==> config.mk <==
export PLATFORM = sky130hd
export DESIGN_NAME = imem_port_flat
export DESIGN_NICKNAME = d
export VERILOG_FILES = /design/src/rtl/imem_port_pkg.sv /design/src/rtl/imem_port_if.sv /design/src/rtl/imem_port.sv /design/src/flat_wrapper.sv
export SDC_FILE = /design/constraint.sdc
export NUM_CORES = 1
export LEC_CHECK = 0
export BUFFER_PORTS_ARGS = -buffer_cell sky130_fd_sc_hd__buf_2
export CAP_MARGIN = 20
export CORE_AREA = 2 2 137 139
export DETAILED_ROUTE_END_ITERATION = 10
export DIE_AREA = 0 0 139 141
export PLACE_DENSITY = 0.59
export SYNTH_ARGS = -nofsm -noshare
export SYNTH_HDL_FRONTEND = slang
export SYNTH_SLANG_ARGS = --single-unit
==> constraint.sdc <==
create_clock -name clk -period 7.3 [get_ports clk]
set_input_delay 1.46 -clock clk [delete_from_list [all_inputs] [get_ports clk]]
set_output_delay 1.46 -clock clk [all_outputs]
set_load 0.02 [all_outputs]
==> src/rtl/imem_port_pkg.sv <==
// Shared core types: instruction word and the instruction-fetch port FSM states.
package common;

    typedef logic [31:0] instruction_type;

    typedef enum logic [1:0] {
        IDLE = 2'd0,
        REQ  = 2'd1,
        WAIT = 2'd2
    } imem_state_type;

endpackage

==> src/rtl/imem_port_if.sv <==
// Instruction-memory bus: one request/grant handshake followed by a single rvalid beat.
interface imem_port_if;
    logic        mem_req;
    logic [31:0] mem_addr;
    logic        mem_gnt;
    logic        mem_rvalid;
    logic [31:0] mem_rdata;

    modport master (output mem_req, mem_addr, input mem_gnt, mem_rvalid, mem_rdata);
    modport slave  (input mem_req, mem_addr, output mem_gnt, mem_rvalid, mem_rdata);
endinterface

==> src/rtl/imem_port.sv <==
// Instruction fetch port: one-entry line buffer in front of a single-outstanding memory bus,
// with critical-word forwarding on the response cycle and fence.i invalidation.
module imem_port
    import common::*;
(
    input  logic             clk,
    input  logic             reset_n,
    input  logic [31:0]      address,
    input  logic             invalidate,
    output instruction_type  data,
    output logic             fetch_valid,
    output logic             stall,
    output logic [31:0]      miss_count,
    imem_port_if.master      mem
);

    imem_state_type  r_state;
    imem_state_type  w_next;
    logic            r_line_valid;
    logic [29:0]     r_line_tag;
    instruction_type r_line_data;
    logic [29:0]     r_req_tag;
    logic            r_inv_pending;
    logic [31:0]     r_miss_count;

    logic [29:0]     w_tag;
    logic [29:0]     w_req_tag;
    logic            w_hit;
    logic            w_fill;
    logic            w_unused;

    assign w_tag    = address[31:2];
    assign w_unused = ^address[1:0];
    assign w_hit    = r_line_valid && (r_line_tag == w_tag);
    assign w_fill   = reset_n && (r_state == WAIT) && mem.mem_rvalid;

    // In IDLE the request goes out the same cycle, before req_tag is registered.
    assign w_req_tag    = (r_state == IDLE) ? w_tag : r_req_tag;
    assign mem.mem_addr = {w_req_tag, 2'b00};
    assign stall        = !fetch_valid;
    assign miss_count   = r_miss_count;

    always_comb begin
        w_next      = r_state;
        mem.mem_req = 1'b0;
        fetch_valid = 1'b0;
        data        = '0;
        if (reset_n) begin
            unique case (r_state)
                IDLE: begin
                    if (invalidate) begin
                        w_next = IDLE;
                    end else if (w_hit) begin
                        fetch_valid = 1'b1;
                        data        = r_line_data;
                    end else begin
                        mem.mem_req = 1'b1;
                        w_next      = mem.mem_gnt ? WAIT : REQ;
                    end
                end
                REQ: begin
                    mem.mem_req = 1'b1;
                    if (mem.mem_gnt) w_next = WAIT;
                end
                WAIT: begin
                    if (mem.mem_rvalid) begin
                        w_next = IDLE;
                        if (r_req_tag == w_tag) begin
                            fetch_valid = 1'b1;
                            data        = mem.mem_rdata;
                        end
                    end
                end
                default: w_next = IDLE;
            endcase
        end
    end

    always_ff @(posedge clk) begin
        if (!reset_n) begin
            r_state       <= IDLE;
            r_line_valid  <= 1'b0;
            r_line_tag    <= '0;
            r_line_data   <= '0;
            r_req_tag     <= '0;
            r_inv_pending <= 1'b0;
            r_miss_count  <= '0;
        end else begin
            r_state <= w_next;
            if (r_state == IDLE && mem.mem_req) r_req_tag <= w_tag;
            if (mem.mem_req && mem.mem_gnt) r_miss_count <= r_miss_count + 32'd1;
            if (invalidate) r_line_valid <= 1'b0;
            // A fill whose request predates a fence.i must not make the line valid.
            if (w_fill) begin
                r_line_tag    <= r_req_tag;
                r_line_data   <= mem.mem_rdata;
                r_line_valid  <= !(r_inv_pending || invalidate);
                r_inv_pending <= 1'b0;
            end else if (invalidate && r_state == WAIT) begin
                r_inv_pending <= 1'b1;
            end
        end
    end

endmodule

==> src/flat_wrapper.sv <==
// flat-port wrapper written by rule: the top's interface ports become plain ports
module imem_port_flat import common::*;
  (clk, reset_n, address, invalidate, data, fetch_valid, stall, miss_count, mem_mem_req, mem_mem_addr, mem_mem_gnt, mem_mem_rvalid, mem_mem_rdata);
  imem_port_if mem_i ();
  input  logic clk;
  input  logic reset_n;
  input  logic [31:0] address;
  input  logic invalidate;
  output instruction_type data;
  output logic fetch_valid;
  output logic stall;
  output logic [31:0] miss_count;
  output wire logic [$bits(mem_i.mem_req)-1:0] mem_mem_req;
  output wire logic [$bits(mem_i.mem_addr)-1:0] mem_mem_addr;
  input wire logic [$bits(mem_i.mem_gnt)-1:0] mem_mem_gnt;
  input wire logic [$bits(mem_i.mem_rvalid)-1:0] mem_mem_rvalid;
  input wire logic [$bits(mem_i.mem_rdata)-1:0] mem_mem_rdata;
  assign mem_mem_req = mem_i.mem_req;
  assign mem_mem_addr = mem_i.mem_addr;
  assign mem_i.mem_gnt = mem_mem_gnt;
  assign mem_i.mem_rvalid = mem_mem_rvalid;
  assign mem_i.mem_rdata = mem_mem_rdata;
  imem_port u_core (.clk(clk), .reset_n(reset_n), .address(address), .invalidate(invalidate), .data(data), .fetch_valid(fetch_valid), .stall(stall), .miss_count(miss_count), .mem(mem_i));
endmodule
# Word level (Yosys, flattened, before mapping)
# Cells that the tools add are included.
dict set report word_totals {
  in_bits 69
  regBits 128
  out_inout_bits 99
  word_cells 54
}
dict set report classes {
  n_bitwise 1
  reduce_logical 13
  addsub 1
  n_mux 25
  n_eq_ne 7
}
# cell n
set ops {}
lappend ops {{$mux 32} 5}
lappend ops {{$pmux 32 s2} 1}
lappend ops {{$eq 30x30->1} 2}
lappend ops {{$add 32x1->32 const B} 1}
lappend ops {{$mux 30} 1}
lappend ops {{$mux 1} 10}
lappend ops {{$mux 2} 5}
lappend ops {{$logic_and 1x1->1} 6}
lappend ops {{$pmux 2 s3} 1}
lappend ops {{$ne 2x2->1 const B} 2}
lappend ops {{$pmux 1 s2} 2}
lappend ops {{$ne 3x3->1 const B} 1}
lappend ops {{$reduce_and 3->1} 1}
lappend ops {{$eq 2x1->1 const B} 1}
lappend ops {{$eq 2x2->1 const B} 1}
lappend ops {{$logic_not 1->1} 2}
lappend ops {{$logic_not 2->1} 1}
lappend ops {{$reduce_bool 2->1} 1}
lappend ops {{$reduce_or 2->1} 1}
lappend ops {{$logic_or 1x1->1} 1}
lappend ops {{$not 1->1} 1}

# Logic depth before layout (Yosys ltp)
# Gate-level depths: netlist of the first run.
dict set report depth {
  ltp_word 7
  mapped_depth 8
}

# Worst setup path before layout of the first run
# OpenSTA, ideal clock, no wires.
dict set report synth_timing {
  path_type {input -> output}
  startpoint {in address[30]}
  endpoint {out data[10]}
  setup_slack_ps 2740
  path_buffers 1
  cell_stages 7
  arrival_time_ps 3100
  required_ps 5840
  cell_sequence {xnor2_1 > nand3_1 > or4_4 > nor4_4 > buf_6 > a22oi_2 > nor2_2}
}
dict set report synth_between {
  elab_chain_cells 6
  elab_cells_between_ends 9
  cone_classes {2 x eq/ne; 6 x mux; 1 x reduce/logical}
}
# item line
set synth_lines {}
lappend synth_lines {{start: declaration} flat_wrapper.sv:7} ;# input logic [31:0] address;
lappend synth_lines {{$eq 30x30->1} imem_port.sv:34} ;# assign w_hit = r_line_valid && (r_line_tag == w_tag);
lappend synth_lines {{$logic_and 1x1->1} imem_port.sv:34}
lappend synth_lines {{$mux 32} imem_port.sv:53} ;# end else if (w_hit) begin
lappend synth_lines {{$mux 32} imem_port.sv:51} ;# if (invalidate) begin
lappend synth_lines {{$pmux 32 s2 (*)} imem_port.sv:49} ;# unique case (r_state)
lappend synth_lines {{$mux 32 (*)} imem_port.sv:48} ;# if (reset_n) begin
lappend synth_lines {{end: declaration} flat_wrapper.sv:9} ;# output instruction_type data;
# Every way passes the cells marked *; elsewhere a longest branch is shown, timed or not.

# Worst setup path in the final report of the first run
dict set report layout_timing {
  startpoint {in address[30]}
  endpoint {out stall}
}
dict set report layout_between {
  elab_chain_cells 7
  elab_cells_between_ends 10
  cone_classes {2 x eq/ne; 6 x mux; 2 x reduce/logical}
}
# item line
set layout_lines {}
lappend layout_lines {{$eq 30x30->1} imem_port.sv:34}
lappend layout_lines {{$logic_and 1x1->1} imem_port.sv:34}
lappend layout_lines {{$mux 1} imem_port.sv:53}
lappend layout_lines {{$mux 1} imem_port.sv:51}
lappend layout_lines {{$pmux 1 s2 (*)} imem_port.sv:49}
lappend layout_lines {{$mux 1 (*)} imem_port.sv:48}
lappend layout_lines {{$logic_not 1->1 (*)} imem_port.sv:40} ;# assign stall = !fetch_valid;
lappend layout_lines {{end: declaration} flat_wrapper.sv:11} ;# output logic stall;
# Marks and branches as above.

==> out/summary.md, run 1 <==
- post-synthesis sequential element count: 128
- type of the worst setup path: primary input to output port
- element type at the critical path start: primary input
- area grow syn2layout: 21.3%
- number of hold-slack violations in the final timing report: 0
- Filler Cells Inserted: 1843
- library cell with the largest summed area after synthesis: sky130_fd_sc_hd__dfxtp_1
- half-perimeter wire length after placement: 12900 um
- capture instance of the worst register-to-register path: u_core.miss_count[27]$_SDFFE_PN0P_
- pin count of the biggest net entering global routing: 68
- hold depth: 2
- Worst Setup End Kind: output port
- wire length of the first global-routing pass: 30400 um
- post-layout net count: 1088
- Overall Global Routing Usage: 19.3%
- Post-Route WL: 19100 um
- outcome: complete, no violations
- crit path setup slack, layout: 2.04 ns
- final count of negative-setup-slack endpoints: 0
- clock network latency to the later pin of the worst-skew pair: 0.42 ns
- number of H-tree branching levels: 4
- FF-to-FF path depth: 6
- area taken by multi-input logic gates: 0.00428 mm^2
- clock tree from TritonCTS: yes
- reg-to-reg startpoint: u_core.r_line_tag[25]$_SDFFE_PN0P_
- part of the total power dissipated in sequential elements: 40.8%
- number of remaining DRC errors: 0
- total placed instance area: 0.00805 mm^2
- static power due to leakage: 3.25 nW
- number of flops mapped to enable cells by yosys: 0
- max-cap check violation count: 0
- minimum setup slack after placement: 2.03 ns
- number of top-level design ports: 168
- buffers inserted by post-CTS timing repair: 0
- maximum fanout along the worst path: 33
- part of the power in combinational logic: 12.0%
- standard-cell rows: 50
- launch instance of the worst min-delay path: u_core.r_line_data[0]$_SDFFE_PN0P_
- power share of the clock group: 47.2%
- portion of the clock cycle consumed by the worst path in the final layout: 72.1%
- chip width: 139 um
- total clock sinks: 128
- number of port buffers: 163
- final estimated routing congestion in global placement: 0.787
- fmax: 190 MHz
- top cell type's share of synthesized area: 35.9%
- TritonRoute pass-1 iters: 6
- ranking of synthesized cells by area: sky130_fd_sc_hd__dfxtp_1 36%, sky130_fd_sc_hd__nand2_1 13%, sky130_fd_sc_hd__a22oi_2 5.3%, sky130_fd_sc_hd__mux2_2 4.7%, sky130_fd_sc_hd__a21oi_1 4.6%
- slew at the pin with the worst max-slew slack: 0.999 ns
- number of cells produced by synthesis: 886
- CTS clk-pin slew, worst paths: 0.06 ns
- finished layout cell area: 0.00865 mm^2
- post-synthesis instance area: 0.00714 mm^2
- ys flop type: sky130_fd_sc_hd__dfxtp_1
- Die Height: 141 um
- Slew Viols, Final: 0
- total negative slack for setup checks: 0 ns
- area of the core region: 0.0183 mm^2
- post-route non-filler standard cell count: 1266
- post-detailed-route via-to-cell ratio: 5.11
- fin crit period: 5.26 ns
- Placed Cells incl. Taps: 1233
- Clk Tree Root Cell: sky130_fd_sc_hd__clkbuf_16
- via total after detailed routing: 6475
- fraction of final layout cells sized beyond drive strength 1: 30.2%
- relative slew slack: 33.2%
- number of CTS-inserted buffers: 17
- buffers from clock root to sink, at most: 2
- hold path endpoint: u_core.r_line_data[0]$_SDFFE_PN0P_
- worst reg-to-reg setup slack: 4.61 ns
- number of antenna violations at the first check in global routing: 2
- Clock Skews: 0.00781 ns
- average wire per standard cell: 15.1 um
- initial core utilization: 39.1%
- unrepaired setup endpoints after global routing: no
- data arrival time of the critical path: 3.80 ns
- worst vdd rail ir drop: 0.167 mV
- Worst EP required: 5.84 ns
- remaining antenna violation count: 0
- ys async rst share: 0%
- number of warnings issued by yosys: 0
- sequential-to-total area share from yosys stat: 35.9%
- post-synthesis area per instance: 8.05 um^2
- Die ar.: 0.0196 mm^2
- vias in the first global route: 5798
- internal power summed over all cells: 1.33 mW
- storage element area: 0.00256 mm^2
- post-CTS resize count: 0
- hold crit path type: flop to flop
- pwr/cell area: 211 mW/mm^2
- power after layout: 1.82 mW
- violation count after the first detailed-route iteration: 424
- GRT Residual Overflow: 0
- post-synth cell types: 54
- switching share of power: 26.9%
- quantity of hold-fixing buffers added after cts: 0
- switching component of the power: 0.491 mW
[layout make-up]
cell class                      instances  share of cell area [%]
Antenna cell                            1                  0.0289
Sequential cell                       128                    29.6
Clock inverter                         11                    1.53
Inverter                                9                   0.390
Tap cell                              234                    3.38
Timing Repair Buffer                  171                    10.1
Clock buffer                           21                    5.44
Multi-Input combinational cell        691                    49.5
[placed cells by master, fill, tap and decap left out, types with 4 or more instances in the layout]
master and instances:
sky130_fd_sc_hd__nand2_1 241, sky130_fd_sc_hd__buf_2 163, sky130_fd_sc_hd__dfxtp_1 128, sky130_fd_sc_hd__a21oi_1 66
sky130_fd_sc_hd__o21ai_1 35, sky130_fd_sc_hd__mux2_2 30, sky130_fd_sc_hd__xor2_1 30, sky130_fd_sc_hd__xnor2_1 30
sky130_fd_sc_hd__a22oi_2 30, sky130_fd_sc_hd__nor2_2 30, sky130_fd_sc_hd__mux2i_1 30, sky130_fd_sc_hd__nand2b_1 26
sky130_fd_sc_hd__nand3_1 24, sky130_fd_sc_hd__nand4_1 22, sky130_fd_sc_hd__clkbuf_16 17, sky130_fd_sc_hd__nor2_1 15
sky130_fd_sc_hd__o22ai_1 12, sky130_fd_sc_hd__buf_4 8, sky130_fd_sc_hd__o41ai_1 7, sky130_fd_sc_hd__nor4_1 6
sky130_fd_sc_hd__inv_1 6, sky130_fd_sc_hd__clkinv_4 6, sky130_fd_sc_hd__nor3_1 5, sky130_fd_sc_hd__nor3_2 4
sky130_fd_sc_hd__and2_1 4
[registers in the layout, summed over array words and instances, names as in the netlist]
register,cells
u_core.r_line_tag,30
u_core.r_req_tag,30
u_core.r_state,2
u_core.r_line_data,32
u_core.miss_count,32
u_core.r_line_valid,1
u_core.r_inv_pending,1
[cell usage after synthesis (16+ instances only)]
master and count:
sky130_fd_sc_hd__o21ai_1 35, sky130_fd_sc_hd__nand2_1 242, sky130_fd_sc_hd__nor2_1 16, sky130_fd_sc_hd__a22oi_2 30, sky130_fd_sc_hd__nor2_2 30, sky130_fd_sc_hd__nand4_1 22
sky130_fd_sc_hd__clkbuf_1 38, sky130_fd_sc_hd__a21oi_1 66, sky130_fd_sc_hd__mux2_2 30, sky130_fd_sc_hd__mux2i_1 30, sky130_fd_sc_hd__xnor2_1 30, sky130_fd_sc_hd__dfxtp_1 128
sky130_fd_sc_hd__xor2_1 30, sky130_fd_sc_hd__nand2b_1 26, sky130_fd_sc_hd__nand3_1 24
[how the worst max path moves through the flow]
| stage | from | endpoint | depth (start not counted) |
|---|---|---|---|
| after floorplan | address[30] | data[10] | 7 |
| after global placement | address[25] | data[31] | 9 |
| after detailed placement | address[25] | data[31] | 9 |
| after CTS | address[25] | stall | 9 |
| after global routing | address[24] | data[31] | 9 |
| final | address[30] | stall | 9 |
[critical path, cell delays in order]
cell and delay (ns):
sky130_fd_sc_hd__buf_2 0.13, sky130_fd_sc_hd__xnor2_1 0.31, sky130_fd_sc_hd__nand3_1 0.12, sky130_fd_sc_hd__or4_4 0.58
sky130_fd_sc_hd__nor4_4 0.21, sky130_fd_sc_hd__buf_4 0.48, sky130_fd_sc_hd__nor2_1 0.10, sky130_fd_sc_hd__or2_1 0.22
sky130_fd_sc_hd__buf_2 0.16
[per-layer routing]
layer	GRT usage (%)	wire length, um
met1	25.8	9140
met2	31.0	8940
met3	4.25	721
met4	6.43	298
met5	0	13
[power by group through the flow]
stage / clock network, mW / logic, mW / registers [mW]
2_1_floorplan: 0 / 0.144 / 0.754
3_5_place_dp: 0 / 0.221 / 0.760
3_3_place_gp: 0 / 0.218 / 0.759
6_report: 0.861 / 0.219 / 0.745
4_1_cts: 0.882 / 0.221 / 0.744
5_1_grt: 0.911 / 0.240 / 0.748
[cells by family after synthesis]
| logic type | Yosys count | share of synthesized area (%) |
|---|---|---|
| muxes | 60 | 8.94 |
| buffers and inverters | 68 | 4.54 |
| xor gates and xnor gates | 60 | 7.36 |
| adders and majority gates | 1 | 0.175 |
| and+or+nand+nor | 404 | 27.1 |
| AOI/OAI and AO/OA | 164 | 15.9 |
| DFF | 128 | 35.9 |
| other | 1 | 0.0526 |
[per-stage QoR]
stage,utilization (%),hold WS [ns]
floorplan,-,0.428
global placement,44.0,0.444
detailed placement,44.0,0.450
CTS,47.3,0.460
global route,47.4,0.479
finish,47.4,0.461
(Power assumes the default switching activity.)
==> run 2: changes to the inputs <==
clock period = 5.4 ns   (was 7.3 ns; I/O delays follow)
==> run 2 against run 1 <==
Total power is 37% higher. Combinational power is 35% higher. Critical path depth stayed put. Clock skew is 0.00082 ns higher. Worst hold slack better by 0.0029 ns. Setup slack worse by 1.1 ns. First-iteration DRC count is 4.7% lower. Clock power is 38% higher. Cell area is 0.19% higher. Largest cell class unchanged.
==> out/summary.md, run 2 (same netlist as run 1, synthesis figures left out) <==
- hold depth: 2
- max-cap check violation count: 0
- FF-to-FF path depth: 6
- unrepaired setup endpoints after global routing: no
- post-CTS resize count: 0
- average wire per standard cell: 14.8 um
- most common library cell in the layout ignoring fill and taps: sky130_fd_sc_hd__nand2_1
- # diodes: 0
- Placed Cells incl. Taps: 1234
- highest cell delay on the worst timing path: 0.56 ns
- part of the power in combinational logic: 11.8%
- Slew Viols, Final: 0
- fmax: 222 MHz
- data arrival time of the critical path: 3.42 ns
- slew at the pin with the worst max-slew slack: 1.00 ns
- capture instance of the worst register-to-register path: u_core.miss_count[27]$_SDFFE_PN0P_
- internal power summed over all cells: 1.84 mW
- chip width: 139 um
- cell with the biggest individual delay on the critical path: sky130_fd_sc_hd__or4_4
- Worst EP required: 4.32 ns
- number of remaining DRC errors: 0
- post-detailed-route via-to-cell ratio: 5.09
- final estimated routing congestion in global placement: 0.810
- switching component of the power: 0.655 mW
- via total after detailed routing: 6442
- post-layout net count: 1089
- element type at the critical path start: primary input
- Die ar.: 0.0196 mm^2
- relative slew slack: 32.9%
- pin count of the biggest net entering global routing: 74
- static power due to leakage: 3.26 nW
- maximum fanout along the worst path: 33
- fin crit period: 4.50 ns
- remaining antenna violation count: 0
- number of antenna violations at the first check in global routing: 1
- area of the core region: 0.0183 mm^2
- portion of the clock cycle consumed by the worst path in the final layout: 83.4%
- final count of negative-setup-slack endpoints: 0
- Overall Global Routing Usage: 19.2%
- count of buffer and inverter cells on the critical path: 3
- area grow syn2layout: 21.5%
- violation count after the first detailed-route iteration: 404
- clock tree from TritonCTS: yes
- Post-Route WL: 18800 um
- TritonRoute pass-1 iters: 5
- type of the worst setup path: primary input to output port
- half-perimeter wire length after placement: 13000 um
- worst reg-to-reg setup slack: 2.77 ns
- finished layout cell area: 0.00867 mm^2
- hold path endpoint: u_core.r_line_data[24]$_SDFFE_PN0P_
- total negative slack for setup checks: 0 ns
- post-route non-filler standard cell count: 1266
- Cell Chain, Critical Path: buf_2, xnor2_1, nand4_1, or4_4, nor4_4, buf_4, nor2_1, or2_1, buf_2
- Clk Tree Root Cell: sky130_fd_sc_hd__clkbuf_16
- standard-cell rows: 50
- quantity of hold-fixing buffers added after cts: 0
- hold crit path type: flop to flop
- final standard cell utilization of the core: 47.5%
- pwr/cell area: 288 mW/mm^2
- part of the total power dissipated in sequential elements: 40.4%
- number of hold-slack violations in the final timing report: 0
- total placed instance area: 0.00805 mm^2
- buffers inserted by post-CTS timing repair: 0
- number of CTS-inserted buffers: 17
- fraction of final layout cells sized beyond drive strength 1: 30.2%
- launch instance of the worst min-delay path: u_core.r_line_data[24]$_SDFFE_PN0P_
- buffers from clock root to sink, at most: 2
- clock network latency to the later pin of the worst-skew pair: 0.42 ns
- outcome: complete, no violations
- Die Height: 141 um
- highest-count cells in the layout ignoring fill and taps: 241 x sky130_fd_sc_hd__nand2_1, 163 x sky130_fd_sc_hd__buf_2, 128 x sky130_fd_sc_hd__dfxtp_1
- power share of the clock group: 47.8%
- number of top-level design ports: 168
- total clock sinks: 128
- number of port buffers: 163
- cell with the most instances on the worst path: sky130_fd_sc_hd__buf_2
- number of H-tree branching levels: 4
- Clock Skews: 0.00863 ns
- switching share of power: 26.3%
- Worst Setup End Kind: output port
- GRT Residual Overflow: 0
- vias in the first global route: 5704
- power after layout: 2.49 mW
- wire length of the first global-routing pass: 30500 um
- initial core utilization: 39.1%
- CTS clk-pin slew, worst paths: 0.06 ns
- kind of cell adding the most delay to the critical path: simple AND/OR/NAND/NOR gates
- worst vdd rail ir drop: 0.232 mV
- reg-to-reg startpoint: u_core.r_line_tag[23]$_SDFFE_PN0P_
run 2: cell count changes in the layout (fill, tap and decap cells not counted):
cell,before,now
sky130_fd_sc_hd__bufinv_16,2,3
sky130_fd_sc_hd__diode_2,1,0
sky130_fd_sc_hd__clkbuf_8,3,2
sky130_fd_sc_hd__clkinvlp_4,2,3
sky130_fd_sc_hd__inv_6,0,2
sky130_fd_sc_hd__clkinv_2,1,2
sky130_fd_sc_hd__clkinv_4,6,2
sky130_fd_sc_hd__buf_4,8,9
run 2: metal layers:
metal	wire, um	vias to the layer above	track usage, %
met5	7	-	0
met4	265	2	5.79
li1	-	3305	-
met1	8970	2977	26.8
met3	696	19	4.04
met2	8840	139	30.0
run 2: cell type report:
type                    instances  area (um^2)
repair buffers                172          883
well taps                     234          293
clock inverters                12          158
flip-flops and latches        128         2560
fillers                      1838         9600
clock buffers                  20          457
multi-input cells             691         4280
inverters                       9         33.8
run 2: how the worst max path moves through the flow:
stage / startpoint / endpoint / slack (ns) / cells after the start
finish: address[25] / stall / 0.90 / 9
global route: address[28] / data[31] / 0.73 / 9
CTS: address[25] / stall / 0.87 / 9
detailed placement: address[25] / stall / 0.88 / 9
global placement: address[25] / stall / 0.90 / 9
floorplan: address[30] / data[10] / 1.60 / 7
run 2: tightest hold or removal path, delay by kind of cell, from the launching register on:
family / cells / cell delay [ns]
AO/OA/AOI/OAI: 1 / 0.05
flip-flops: 1 / 0.31
AND/OR/NAND/NOR: 1 / 0.05
run 2: per-stage QoR:
stage,setup slack (ns),hold WS [ns]
final,0.896,0.464
after detailed placement,0.876,0.457
after floorplan,1.60,0.428
after global placement,0.896,0.446
after global routing,0.728,0.480
after CTS,0.871,0.461
run 2: power by group through the flow:
stage | clock network (mW) | logic [mW] | registers, mW
2_1_floorplan | 0 | 0.194 | 1.02
3_3_place_gp | 0 | 0.295 | 1.03
3_5_place_dp | 0 | 0.297 | 1.03
4_1_cts | 1.22 | 0.298 | 1.01
5_1_grt | 1.27 | 0.325 | 1.01
6_report | 1.19 | 0.295 | 1.01
